`src/rtl/spi_pkg.sv`:
```
// Shared types and defaults for the SPI slave controller.
package spi_pkg;

  typedef enum logic {
    SPI_IDLE  = 1'b0,
    SPI_SHIFT = 1'b1
  } spi_state_e;

  localparam int         SPI_DATA_W_DEF     = 8;
  localparam logic [7:0] SPI_FILL_BYTE_DEF  = 8'h00;
  // The system clock must run at least this many times faster than sclk.
  localparam int         SPI_MIN_OVERSAMPLE = 8;

endpackage

```
`src/rtl/spi_sync_edge.sv`:
```
// Two-flop synchronizer for an asynchronous input with single-cycle rise/fall strobes.
module spi_sync_edge #(
  parameter logic RESET_VAL = 1'b0
) (
  input  logic clk,
  input  logic rst,
  input  logic d,
  output logic rise,
  output logic fall
);

  logic meta, sync, prev;

  // NOTE: sequential state uses non-blocking assignments so every flop samples pre-edge values.
  always_ff @(posedge clk) begin
    if (rst) begin
      meta <= RESET_VAL;
      sync <= RESET_VAL;
      prev <= RESET_VAL;
    end else begin
      meta <= d;
      sync <= meta;
      prev <= sync;
    end
  end

  assign rise = sync & ~prev;
  assign fall = ~sync & prev;

endmodule

```
`src/rtl/spi_slave_ctrl.sv`:
```
// SPI mode-0 slave with oversampled inputs, rx strobes and a one-entry tx holding buffer.
// Optional SPI_SLAVE_FRAME_ERR_EN adds o_frame_err (aborted byte or tx underrun).
module spi_slave_ctrl
  import spi_pkg::*;
#(
  parameter int                DATA_W    = SPI_DATA_W_DEF,
  parameter logic [DATA_W-1:0] FILL_BYTE = DATA_W'(SPI_FILL_BYTE_DEF)
) (
  input  logic              i_clk,
  input  logic              i_rst,
  input  logic              i_sclk,
  input  logic              i_cs_n,
  input  logic              i_mosi,
  output logic              o_miso,
  input  logic [DATA_W-1:0] i_tx_data,
  input  logic              i_tx_valid,
  output logic              o_tx_ready,
  output logic [DATA_W-1:0] o_rx_data,
  output logic              o_rx_valid,
  output logic              o_busy
`ifdef SPI_SLAVE_FRAME_ERR_EN
  , output logic            o_frame_err
`endif
);

  localparam int               CNT_W    = (DATA_W > 1) ? $clog2(DATA_W) : 1;
  localparam logic [CNT_W-1:0] LAST_BIT = CNT_W'(DATA_W - 1);

  spi_state_e        state, state_nxt;
  logic              sclk_rise, sclk_fall, cs_rise, cs_fall;
  logic              mosi_meta, mosi_s;
  logic [DATA_W-1:0] tx_shift, rx_shift, rx_next, buf_data, rx_data;
  logic [CNT_W-1:0]  bit_cnt;
  logic              buf_full, rx_valid;
  logic              in_frame, frame_start, sample, boundary, shift_out, load, tx_accept;

  spi_sync_edge #(.RESET_VAL(1'b0)) u_sclk_sync (
    .clk  (i_clk),
    .rst  (i_rst),
    .d    (i_sclk),
    .rise (sclk_rise),
    .fall (sclk_fall)
  );

  spi_sync_edge #(.RESET_VAL(1'b1)) u_cs_sync (
    .clk  (i_clk),
    .rst  (i_rst),
    .d    (i_cs_n),
    .rise (cs_rise),
    .fall (cs_fall)
  );

  always_ff @(posedge i_clk) begin
    if (i_rst) state <= SPI_IDLE;
    else       state <= state_nxt;
  end

  always_comb begin
    state_nxt = state;
    unique case (state)
      SPI_IDLE:  if (cs_fall) state_nxt = SPI_SHIFT;
      SPI_SHIFT: if (cs_rise) state_nxt = SPI_IDLE;
      default:   state_nxt = SPI_IDLE;
    endcase
  end

  // A chip-select release takes priority over any sclk edge seen in the same cycle.
  assign in_frame    = (state == SPI_SHIFT) && !cs_rise;
  assign frame_start = (state == SPI_IDLE) && cs_fall;
  assign sample      = in_frame && sclk_rise;
  assign boundary    = in_frame && sclk_fall && (bit_cnt == '0);
  assign shift_out   = in_frame && sclk_fall && (bit_cnt != '0);
  assign load        = frame_start || boundary;
  assign tx_accept   = i_tx_valid && !buf_full;
  assign rx_next     = {rx_shift[DATA_W-2:0], mosi_s};

  always_ff @(posedge i_clk) begin
    if (i_rst) begin
      mosi_meta <= 1'b0;
      mosi_s    <= 1'b0;
      tx_shift  <= '0;
      rx_shift  <= '0;
      bit_cnt   <= '0;
      buf_data  <= '0;
      buf_full  <= 1'b0;
      rx_data   <= '0;
      rx_valid  <= 1'b0;
    end else begin
      mosi_meta <= i_mosi;
      mosi_s    <= mosi_meta;
      rx_valid  <= 1'b0;

      if (load)           tx_shift <= buf_full ? buf_data : FILL_BYTE;
      else if (shift_out) tx_shift <= {tx_shift[DATA_W-2:0], 1'b0};

      if (frame_start) begin
        bit_cnt <= '0;
      end else if (sample) begin
        rx_shift <= rx_next;
        if (bit_cnt == LAST_BIT) begin
          bit_cnt  <= '0;
          rx_data  <= rx_next;
          rx_valid <= 1'b1;
        end else begin
          bit_cnt <= bit_cnt + 1'b1;
        end
      end

      // A full buffer never accepts, so a write can only land in a load cycle when the
      // load itself took FILL_BYTE; the written byte then waits for the next boundary.
      if (load && buf_full) begin
        buf_full <= 1'b0;
      end else if (tx_accept) begin
        buf_full <= 1'b1;
        buf_data <= i_tx_data;
      end
    end
  end

`ifdef SPI_SLAVE_FRAME_ERR_EN
  logic frame_err;

  // Frame entry is not an underrun: only in-frame byte-boundary reloads are flagged.
  always_ff @(posedge i_clk) begin
    if (i_rst) frame_err <= 1'b0;
    else       frame_err <= ((state == SPI_SHIFT) && cs_rise && (bit_cnt != '0))
                          || (boundary && !buf_full);
  end

  assign o_frame_err = frame_err;
`endif

  assign o_miso     = (state == SPI_SHIFT) ? tx_shift[DATA_W-1] : 1'b0;
  assign o_busy     = (state == SPI_SHIFT);
  assign o_tx_ready = !buf_full;
  assign o_rx_data  = rx_data;
  assign o_rx_valid = rx_valid;

endmodule

```
`config.mk`:
```
export PLATFORM = sky130hd
export DESIGN_NAME = spi_slave_ctrl
export DESIGN_NICKNAME = d
export VERILOG_FILES = /design/src/rtl/spi_pkg.sv /design/src/rtl/spi_sync_edge.sv /design/src/rtl/spi_slave_ctrl.sv
export SDC_FILE = /design/constraint.sdc
export NUM_CORES = 1
export LEC_CHECK = 0
export ABC_AREA = 1
export CAP_MARGIN = 0
export CORE_MARGIN = 8
export CORE_UTILIZATION = 55
export CTS_BUF_LIST = sky130_fd_sc_hd__clkbuf_8
export DETAILED_ROUTE_END_ITERATION = 8
export PLACE_DENSITY = 0.81
export SKIP_LAST_GASP = 1
export SLEW_MARGIN = 25
export SYNTH_ARGS = -nofsm -noshare
export SYNTH_HDL_FRONTEND = slang
export SYNTH_SLANG_ARGS = --single-unit
```
`constraint.sdc`:
```
create_clock -name i_clk -period 1.4 [get_ports i_clk]
set_input_delay 0.28 -clock i_clk [delete_from_list [all_inputs] [get_ports i_clk]]
set_output_delay 0.28 -clock i_clk [all_outputs]
set_load 0.05 [all_outputs]
```
==> impl_metrics.tcl, run 1 <==
set metrics [dict create \
    run_status "completed" \
    timing_hold_violations_final 0 \
    maxSlewHeadroom_pct 85.4 \
    grt_first_pass_wirelength_um 5850 \
    synth_enable_flop_cells 0 \
    worst-slew-pin-transition_ns 0.217 \
    post-place-ws_ns 0.0124 \
    register_area_um2 902 \
    cts_hold_buffers 0 \
    final_net_count 296 \
    maximum_clock_frequency_mhz 750 \
    synth_commonest_cells "55 x sky130_fd_sc_hd__nor2_1, 47 x sky130_fd_sc_hd__nand2_1, 45 x sky130_fd_sc_hd__dfxtp_1" \
    vias_in_the_first_global_route 1431 \
    floorplan.initialDensity_pct 56.0 \
    die_width_um 73.6 \
    design.die.area_um2 5410 \
    timing.clock.skew_ns 0.00769 \
    synthMostInstantiatedCell "sky130_fd_sc_hd__nor2_1" \
    final_cell_count_no_fill 326 \
    cap_violations 0 \
    ctsRootBufferMaster "sky130_fd_sc_hd__clkbuf_8" \
    gr-usage-all-layers_pct 14.0 \
    crit_arrival_ns 1.05 \
    setup.worst_path.class "reg -> out" \
    ant_nets 0 \
    worstPathMaxFanout 6 \
    final-setup-viol-count 0 \
    worst_hold_path_type "reg -> reg" \
    max_stage_delay_ns 0.44 \
    synth.ff_latch_count 45 \
    boundaryPins 26 \
    final_util_pct 73.5 \
    place.detailed.hpwl_um 2500 \
    synth_sequential_area_ratio_pct 49.4 \
    htree_levels 2 \
    routed_wirelength_um 3420 \
    timing.final.ws_setup_ns 0.0666 \
    dr_total_vias 1529 \
    clockBufferDepth 2 \
    cts_made_buffers 5 \
    tritoncts "built" \
    clock_insertion_delay_worst_skew_ns 0.30 \
    grt_setup_unrepaired "false" \
    layout_min_cycle_time_ns 1.33 \
    gp_congestion 0.716 \
    clkSinkCount 45 \
    dpl.cell_count 317 \
    holdWs_ns 0.406 \
    buffers_inserted_by_post_cts_timing_repair 0 \
    fillCellCount 276 \
    worst_setup_hold_path_clk_slew_ns 0.08 \
    dr.first_iter.drc_count 100 \
    dpl_cell_area_um2 2260 \
    final_layout_size_suffix_gt1_share_pct 12.9 \
    number_of_buffers_added_on_ports 25 \
    mappedNetlistArea_um2 1820 \
    setup_total_negative_slack_ns 0 \
    overflow 0 \
    die-height_um 73.6 \
    post_synth_inst_count 249 \
    areaGrowthSynthToFinish_pct 31.4 \
    critical_path.cell_chain "nand2_1 > inv_1 > buf_12" \
    routedWlPerCell_um 10.5 \
    final_area_um2 2400 \
    mappedNetlistNets 266 \
    grt_antenna_before_repair 0 \
    final_slew_viol_count 0 \
    post_cts_gate_resize_count 0 \
    route.detailed.drc 0 \
    yosys.area.top_type "sky130_fd_sc_hd__dfxtp_1" \
    power_per_cell_area_nw_per_um2 1070 \
    ys_dominant_reg_cell "sky130_fd_sc_hd__dfxtp_1" \
    grt_start_max_net_pins 33 \
    cp_data_required_time_ns 1.12 \
    power.leakage_nw 1.09 \
    critPathCaptureType "output pin" \
    fin_crit_sh_pct 95.2 \
    synth-warning-count 0 \
    std_cell_rows 21 \
    synthDominantCellAreaShare_pct 49.4 \
    netlist_top_cells_area "sky130_fd_sc_hd__dfxtp_1 49%, sky130_fd_sc_hd__nor2_1 11%, sky130_fd_sc_hd__nand2_1 9.7%, sky130_fd_sc_hd__inv_1 6.8%, sky130_fd_sc_hd__o21ai_0 6.0%" \
    synth-async-reset-ratio_pct 0 \
    via_per_inst 4.69 \
    worst_ir_drop_vdd_mv 0.785 \
    n_antenna_cell 0 \
    dr.pass1.iters 4 \
    timing.critical_path.slowest_stage_cell "sky130_fd_sc_hd__dfxtp_2" \
    post_synth_num_cell_types 20 \
    cp-start-kind "flip-flop" \
    coreArea_um2 3260 \
    post_layout_total_power_mw 2.57 \
    syn_area_per_cell_um2 7.32 \
    multi_input_gate_area_in_the_final_layout_um2 744 \
]
[cells in the final DEF, fill, tap and decap left out, drive strengths merged]
| cell type | count |
|---|---|
| a21oi | 12 |
| buf | 19 |
| bufinv | 1 |
| clkbuf | 6 |
| clkdlybuf4s50 | 13 |
| dfxtp | 45 |
| ha | 3 |
| inv | 35 |
| nand2 | 50 |
| nand3 | 11 |
| nand3b | 1 |
| nand4 | 1 |
| nor2 | 56 |
| nor3 | 1 |
| o21ai | 24 |
| or2 | 2 |
[sequential cells by signal, summed over array words and instances, names as in the netlist, 3 cells and up]
name and cells:
buf_data 8, o_rx_data 8, tx_shift 8, rx_shift 7, bit_cnt 3
[metal layers]
metal	GRT usage, %	vias up	part of all wire [%]
met5	0	-	0
met4	7.98	0	2.2
met3	5.46	7	5.5
met2	23.6	35	49
met1	14.4	665	44
li1	-	822	-
[kinds of logic (layout without fill, tap and decap cells)]
| family | count (synthesis) | in the layout | synth area share (%) |
|---|---|---|---|
| flip-flops | 45 | 45 | 49.4 |
| AND/OR/NAND/NOR | 122 | 122 | 28.9 |
| buffers and inverters | 43 | 74 | 9.75 |
| AO/OA/AOI/OAI | 36 | 36 | 9.88 |
| adder cells (fa/ha/maj) | 3 | 3 | 2.06 |
[worst paths after layout]
check | slack, ns | from | depth (start not counted) | to
min reg2reg | 0.41 | u_sclk_sync.meta$_SDFF_PP0_ | 2 | u_sclk_sync.sync$_SDFF_PP0_
max reg2reg | 0.07 | u_cs_sync.prev$_SDFF_PP1_ | 7 | tx_shift[3]$_SDFFE_PP0P_
max | 0.07 | o_busy$_SDFF_PP0_ | 3 | o_miso
min | 0.41 | u_sclk_sync.meta$_SDFF_PP0_ | 2 | u_sclk_sync.sync$_SDFF_PP0_
[final cells by class]
type / instances / share of cell area, %
clock inverters: 2 / 1.41
clock buffers: 6 / 3.45
flip-flops and latches: 45 / 37.7
well taps: 46 / 2.40
repair buffers: 32 / 18.7
inverters: 34 / 5.33
multi-input cells: 161 / 31.1
[power breakdown]
part           internal (mW)  total (mW)  switching [mW]  leakage (nW)
Clock                  0.574       0.984           0.410        0.0626
Sequential              1.33        1.35          0.0264         0.368
Combinational          0.107       0.229           0.121         0.662
[worst max-delay path: cells and delay by family, from the launching register on]
family,cells,cell delay [ns]
DFF,1,0.44
and+or+nand+nor,1,0.09
buffers and inverters,2,0.23
Note: power is estimated with default switching activity, not from simulation.
==> run 2, diff against run 1 <==
Settings changed: REMOVE_ABC_BUFFERS from default to 1.
==> run 2 against run 1 <==
  * Register-to-register slack improved by 0.08 ns
  * Fmax increased by 3.3%
  * Global-route usage is essentially flat
  * Sequential share of layout area is essentially flat
  * Highest routed layer unchanged
==> impl_metrics.tcl, run 2 (same netlist as run 1, synthesis figures left out) <==
set metrics [dict create \
    cap_violations 0 \
    cts_made_buffers 5 \
    std_cell_rows 21 \
    grt_first_pass_wirelength_um 6020 \
    r2r_slack_ns 0.15 \
    boundaryPins 26 \
    fin_crit_sh_pct 92.2 \
    worstReg2RegStart "bit_cnt[0]$_SDFFE_PP0P_" \
    cts_hold_buffers 0 \
    final_slew_viol_count 0 \
    hold_path_depth 2 \
    post_layout_total_power_mw 2.52 \
    design.die.area_um2 5410 \
    worst_setup_hold_path_clk_slew_ns 0.08 \
    gp_congestion 0.776 \
    fillCellCount 254 \
    floorplan.initialDensity_pct 56.0 \
    die-height_um 73.6 \
    crit_buf_inv 2 \
    holdWs_ns 0.411 \
    grt_antenna_before_repair 0 \
    timing.clock.skew_ns 0.00807 \
    ant_nets 0 \
    setup_total_negative_slack_ns 0 \
    areaGrowthSynthToFinish_pct 31.3 \
    critPathCaptureType "output pin" \
    clock_insertion_delay_worst_skew_ns 0.30 \
    number_of_buffers_added_on_ports 25 \
    crit_arrival_ns 1.01 \
    tritoncts "built" \
    worst_hold_path_type "reg -> reg" \
    dr.first_iter.drc_count 137 \
    worst_ir_drop_vdd_mv 1.04 \
    maximum_clock_frequency_mhz 774 \
    cp-start-kind "flip-flop" \
    routed_wirelength_um 3490 \
    final-setup-viol-count 0 \
    n_antenna_cell 0 \
    start_point_of_the_worst_hold_path "mosi_meta$_SDFF_PP0_" \
    cp_data_required_time_ns 1.12 \
    via_per_inst 4.65 \
    timing.critical_path.slowest_stage_cell "sky130_fd_sc_hd__dfxtp_2" \
    register_area_um2 902 \
    maxSlewHeadroom_pct 84.2 \
    power.leakage_nw 1.09 \
    final_area_um2 2390 \
    timing_hold_violations_final 0 \
    dpl_cell_area_um2 2260 \
    run_status "completed" \
    max_stage_delay_ns 0.41 \
    place.detailed.hpwl_um 2500 \
    routedWlPerCell_um 10.6 \
    route.detailed.drc 0 \
    dr.pass1.iters 4 \
    rr_endpoint "tx_shift[6]$_SDFFE_PP0P_" \
    timing.hold.worst_endpoint "mosi_s$_SDFF_PP0_" \
    overflow 0 \
    worstPathMaxFanout 6 \
    worst-slew-pin-transition_ns 0.237 \
    power_per_cell_area_nw_per_um2 1050 \
    layout.cells.most_common_list "55 x sky130_fd_sc_hd__nor2_1, 47 x sky130_fd_sc_hd__nand2_1, 44 x sky130_fd_sc_hd__dfxtp_1" \
    path_delay_family "flip-flops" \
    gr-usage-all-layers_pct 14.0 \
    htree_levels 2 \
    critical_path.cell_chain "nand2_1 > inv_1 > buf_12" \
    clockBufferDepth 2 \
    worst-r2r-cell-count 8 \
    layout_min_cycle_time_ns 1.29 \
    coreArea_um2 3260 \
    grt_start_max_net_pins 22 \
    clkSinkCount 45 \
    ctsRootBufferMaster "sky130_fd_sc_hd__clkbuf_8" \
    final_layout_size_suffix_gt1_share_pct 14.2 \
    die_width_um 73.6 \
    layout.cells.most_common "sky130_fd_sc_hd__nor2_1" \
    dr_total_vias 1525 \
    vias_in_the_first_global_route 1412 \
    setup.worst_path.class "reg -> out" \
    final_net_count 299 \
    multi_input_gate_area_in_the_final_layout_um2 744 \
]
run 2: changes by cell type in the layout (fill, tap and decap cells not counted), sizes merged:
| cell | previous run | this run |
|---|---|---|
| buf | 19 | 22 |
| clkbuf | 6 | 5 |
| clkinv | 0 | 1 |
| inv | 35 | 34 |
run 2: layer usage:
layer,wire [µm],part of all wire [%],track usage [%],vias to the layer above
li1,-,-,-,826
met1,1620,46,16.8,667
met2,1680,48,22.9,27
met3,127,3.6,3.55,5
met4,61,1.7,5.99,0
met5,0,0,0,-
run 2: worst min-delay path: stages (launching register included):
cell	delay, ns
sky130_fd_sc_hd__dfxtp_1	0.30
sky130_fd_sc_hd__inv_1	0.04
sky130_fd_sc_hd__nor2_1	0.03
run 2: metrics by stage:
stage / instances / setup slack (ns) / utilization [%]
4_1_cts: 326 / 0.0180 / 72.6
5_1_grt: 328 / -0.0107 / 73.5
3_3_place_gp: 319 / 0.0382 / 69.4
6_report: 328 / 0.109 / 73.5
2_1_floorplan: 240 / -0.272 / -
3_5_place_dp: 319 / -0.00192 / 69.4
run 2: where the power goes:
| group | switching, mW | internal (mW) | leakage (nW) | total (mW) |
|---|---|---|---|---|
| logic | 0.124 | 0.107 | 0.673 | 0.231 |
| registers | 0.0272 | 1.33 | 0.368 | 1.35 |
| clock network | 0.414 | 0.519 | 0.0540 | 0.933 |
| total | 0.565 | 1.95 | 1.09 | 2.52 |
run 2: how the worst max path moves through the flow:
stage / slack [ns] / depth (start not counted) / to / from
after floorplan: -0.27 / 5 / o_rx_data[0]$_SDFFE_PP0P_ / o_busy$_SDFF_PP0_
after global placement: 0.04 / 5 / rx_shift[0]$_SDFFE_PP0P_ / i_rst
after detailed placement: -0.002 / 5 / rx_shift[6]$_SDFFE_PP0P_ / i_rst
after CTS: 0.02 / 3 / o_miso / o_busy$_SDFF_PP0_
after global routing: -0.01 / 8 / tx_shift[7]$_SDFFE_PP0P_ / bit_cnt[0]$_SDFFE_PP0P_
final: 0.11 / 3 / o_miso / o_busy$_SDFF_PP0_
run 2: cell type report:
| type | instances | share of cell area [%] |
|---|---|---|
| Inverter | 34 | 5.33 |
| Timing Repair Buffer | 35 | 19.1 |
| Multi-Input combinational cell | 161 | 31.1 |
| Sequential cell | 45 | 37.7 |
| Clock inverter | 2 | 1.46 |
| Tap cell | 46 | 2.40 |
| Clock buffer | 5 | 2.88 |
run 2: what timing repair did:
action                                  in CTS  in global routing
gates resized for setup                      0                  2
setup buffers                                0                  2
endpoints found under the setup margin       0                 17
